`config.mk`:
```
export PLATFORM = sky130hd
export DESIGN_NAME = subtractor_4bit
export DESIGN_NICKNAME = d
export VERILOG_FILES = /design/src/rtl/subtractor_4bit_pkg.sv /design/src/rtl/full_adder_1bit.sv /design/src/rtl/subtractor_4bit.sv
export SDC_FILE = /design/constraint.sdc
export NUM_CORES = 1
export LEC_CHECK = 0
export CAP_MARGIN = 20
export CORE_AREA = 2 2 39 41
export DETAILED_ROUTE_END_ITERATION = 7
export DIE_AREA = 0 0 41 43
export GPL_ROUTABILITY_DRIVEN = 0
export SLEW_MARGIN = 20
export SYNTH_ARGS = -nofsm -noshare
export SYNTH_HDL_FRONTEND = slang
export SYNTH_SLANG_ARGS = --single-unit
export TNS_END_PERCENT = 30
```
`constraint.sdc`:
```
create_clock -name vclk -period 4.35
set_input_delay 1.0875 -clock vclk [all_inputs]
set_output_delay 1.0875 -clock vclk [all_outputs]
set_load 0.02 [all_outputs]
```
`src/rtl/subtractor_4bit_pkg.sv`:
```
// Purpose : shared width constant, nibble type and bit-level helpers for the 4-bit subtractor.
// Latency : n/a (declarations only).
// Backpressure: n/a (no handshake; package has no ports).
package subtractor_4bit_pkg;

    localparam int SUB_W = 4;

    typedef logic [SUB_W-1:0] nibble_t;

    // Subtraction is A + ~B + 1, so the ripple chain always starts with a set carry.
    localparam logic SUB_CIN = 1'b1;

    // Registered-build reset values of the outputs.
    localparam nibble_t DIFF_RST  = '0;
    localparam logic    CARRY_RST = 1'b0;

    // Carry of a full adder: set when at least two of the three inputs are set.
    function automatic logic maj3(input logic x, input logic y, input logic z);
        return (x & y) | (x & z) | (y & z);
    endfunction

endpackage : subtractor_4bit_pkg

```
`src/rtl/full_adder_1bit.sv`:
```
// Purpose : single-bit full adder, one ripple stage of the subtractor chain.
// Latency : combinational, zero cycles.
// Backpressure: none; output follows inputs continuously.
//
// Ports:
//   a, b  - addend bits
//   cin   - carry in from the previous stage
//   sum   - a ^ b ^ cin
//   cout  - majority(a, b, cin)
module full_adder_1bit
    import subtractor_4bit_pkg::*;
(
    input  logic a,
    input  logic b,
    input  logic cin,
    output logic sum,
    output logic cout
);

    assign sum  = a ^ b ^ cin;
    assign cout = maj3(a, b, cin);

endmodule : full_adder_1bit

```
`src/rtl/subtractor_4bit.sv`:
```
// Purpose : unsigned 4-bit subtract, difference = (minuend - subtrahend) mod 16, carry = no-borrow.
// Latency : 0 cycles by default; exactly 1 cycle when SUB4_OUTPUT_REG_EN is defined.
// Backpressure: none; a new operand pair may be presented every cycle.
//
// Ports:
//   clk        - system clock (only used when SUB4_OUTPUT_REG_EN is defined)
//   reset      - synchronous active-high reset (only used when SUB4_OUTPUT_REG_EN is defined)
//   minuend    - operand A
//   subtrahend - operand B
//   difference - (A - B) mod 16
//   carry      - carry-out of A + ~B + 1; 1 means A >= B, 0 means a borrow occurred
//
// Build option: define SUB4_OUTPUT_REG_EN to register difference/carry on rising clk.
module subtractor_4bit
    import subtractor_4bit_pkg::*;
(
    input  logic    clk,
    input  logic    reset,
    input  nibble_t minuend,
    input  nibble_t subtrahend,
    output nibble_t difference,
    output logic    carry
);

    nibble_t          sub_inv;
    logic [SUB_W:0]   c;
    nibble_t          diff_d;
    logic             carry_d;

    // Two's-complement negate of B without a separate incrementer: the +1 rides
    // in as the chain's carry-in.
    assign sub_inv = ~subtrahend;
    assign c[0]    = SUB_CIN;

    for (genvar i = 0; i < SUB_W; i++) begin : g_fa
        full_adder_1bit u_fa (
            .a    (minuend[i]),
            .b    (sub_inv[i]),
            .cin  (c[i]),
            .sum  (diff_d[i]),
            .cout (c[i+1])
        );
    end

    assign carry_d = c[SUB_W];

`ifdef SUB4_OUTPUT_REG_EN
    nibble_t diff_q;
    logic    carry_q;

    // Reset wins over the incoming operands, so a result in flight when reset
    // is asserted never reaches the outputs.
    always_ff @(posedge clk) begin
        if (reset) begin
            diff_q  <= DIFF_RST;
            carry_q <= CARRY_RST;
        end else begin
            diff_q  <= diff_d;
            carry_q <= carry_d;
        end
    end

    assign difference = diff_q;
    assign carry      = carry_q;
`else
    // Purely combinational build: clk and reset are kept on the port list so the
    // instance footprint is identical in both builds, but nothing reads them.
    logic unused_clk_rst;
    assign unused_clk_rst = clk ^ reset;

    assign difference = diff_d;
    assign carry      = carry_d;
`endif

endmodule : subtractor_4bit

```
==> impl_metrics.json <==
{
  "die-height_microns": 43,
  "grt_pass1_vias": 107,
  "met2_usage": 0.0625,
  "drc": 0,
  "vias": 113,
  "max_slew_margin": 0.850,
  "p_sw_uw": 16.9,
  "fin_hold_ws_ns": 2.95,
  "place_area_sq_um": 253,
  "yosysSeqAreaShare": 0,
  "post_drt_wl_per_cell_microns": 5.98,
  "cp_data_required_time_ns": 3.26,
  "p_int_uw": 18.1,
  "top_usage_layer": "met2",
  "fin_area_sq_um": 249,
  "diodes": 0,
  "grt_pass1_wl_microns": 379,
  "worst_setup_path_end_kind": "primary output",
  "hold_violations": 0,
  "final_nets": 41,
  "portBuffers": 13,
  "hold_depth": 4,
  "cts_hold_buf": 0,
  "comb_power_share": 1.000,
  "drt_first_pass_iters": 2,
  "clockPowerShare": 0,
  "fin_crit_ns": 4.24,
  "drtIter0Drc": 1,
  "avgSynthCellArea_sq_um": 8.29,
  "rsz0062_at_grt": "no",
  "pwr_density_cell_nw_per_um2": 140,
  "fin_crit_sh": 0.976,
  "viasPerCell": 2.76,
  "postSynthCellCount": 16,
  "use_met3": 0,
  "drv_slew": 0,
  "max_freq_ghz": 0.236,
  "max_slew.worst_pin.slew_ns": 0.224,
  "p_leak_uw": 0.000134,
  "die_area_sq_um": 1760,
  "io_pins": 15,
  "cp.arrival_ns": 3.16,
  "fillerInstances": 160,
  "nClkBuffers": 0,
  "cp-start-kind": "input pin",
  "timing_worst_setup_path_type": "in2out",
  "initial_utilization": 0.0958,
  "core_area_sq_um": 1380,
  "num_rows": 14,
  "vdd_ir_drop_max_mv": 0.0303,
  "hold_path_class": "in2out",
  "seqPwrFrac": 0,
  "area.sequential_sq_um": 0,
  "use_met1": 0.0256,
  "ys.warnings.count": 0,
  "grt_max_degree": 2,
  "mostFrequentLayoutCells": "10 x clkdlybuf4s50_1, 8 x inv_1, 3 x fa_1",
  "switching_share": 0.482,
  "ys_types": 4,
  "ant_nets": 0,
  "critPathMaxFanout": 1,
  "synthesis.area_sq_um": 133,
  "seq_cells": 0,
  "grt_usage": 0.0281,
  "layout-drive-gt1-share": 0.0400,
  "drv_cap": 0,
  "setup_viol": 0,
  "syn_nets": 30,
  "antenna_found_initial": 0,
  "final_common_cell": "clkdlybuf4s50_1",
  "grt_overflow": 0,
  "status": "finished, final reports clean",
  "dieWidth_microns": 41,
  "syn2layout_area_growth_pct": 87.7,
  "routed_wl_microns": 245
}
[metal layers]
| layer | routed length, microns | vias up | part of all wire |
|---|---|---|---|
| li1 | - | 55 | - |
| met1 | 76 | 51 | 0.31 |
| met2 | 131 | 7 | 0.53 |
| met3 | 37 | 0 | 0.15 |
| met4 | 0 | 0 | 0 |
| met5 | 0 | - | 0 |
[synth_stat cells]
library cell  n  area (sq um)
inv_1         8          30.0
buf_4         4          30.0
fa_1          3          60.1
ha_1          1          12.5
[final cells by class]
cell class,instances,area [sq um],share of cell area
well taps,16,20.0,0.0804
multi-input cells,4,72.6,0.291
repair buffers,13,126,0.508
inverters,8,30.0,0.121
[through the flow]
stage	total power, uW	setup slack [ns]	utilization	cells	TNS [ns]
after CTS	36.3	0.00747	0.178	41	0
final	35.0	0.105	0.180	41	0
after global placement	37.9	-0.298	0.183	41	-0.406
after global routing	38.8	0.0125	0.180	41	0
after floorplan	25.1	0.614	-	16	0
after detailed placement	38.7	-0.316	0.183	41	-0.423
[path summary, 6_finish.rpt]
kind                  slack, ns       endpoint           from
worst max-delay path       0.11  difference[3]     minuend[0]
worst min-delay path       2.95  difference[3]  subtrahend[3]
[power groups by stage]
| stage | Combinational (uW) | Sequential (uW) | Clock [uW] |
|---|---|---|---|
| finish | 35.0 | 0 | 0 |
| global route | 38.8 | 0 | 0 |
| CTS | 36.3 | 0 | 0 |
| detailed placement | 38.7 | 0 | 0 |
| global placement | 37.9 | 0 | 0 |
| floorplan | 25.1 | 0 | 0 |
[kinds of logic after synthesis]
family	Yosys count	synth area share
fa+ha+maj	4	0.547
buf+inv	12	0.453
[worst max-delay path, stage by stage]
cell and delay [ns]:
clkdlybuf4s50_1 0.45, inv_1 0.04, ha_1 0.19, fa_1 0.38
fa_1 0.37, inv_1 0.07, fa_1 0.39, buf_2 0.17
[timing repair]
item | CTS | global route
setup endpoints to repair | 2 | 1
setup buffers | 0 | 0
resized for setup | 5 | 1
Note: power is estimated with default switching activity, not from simulation.
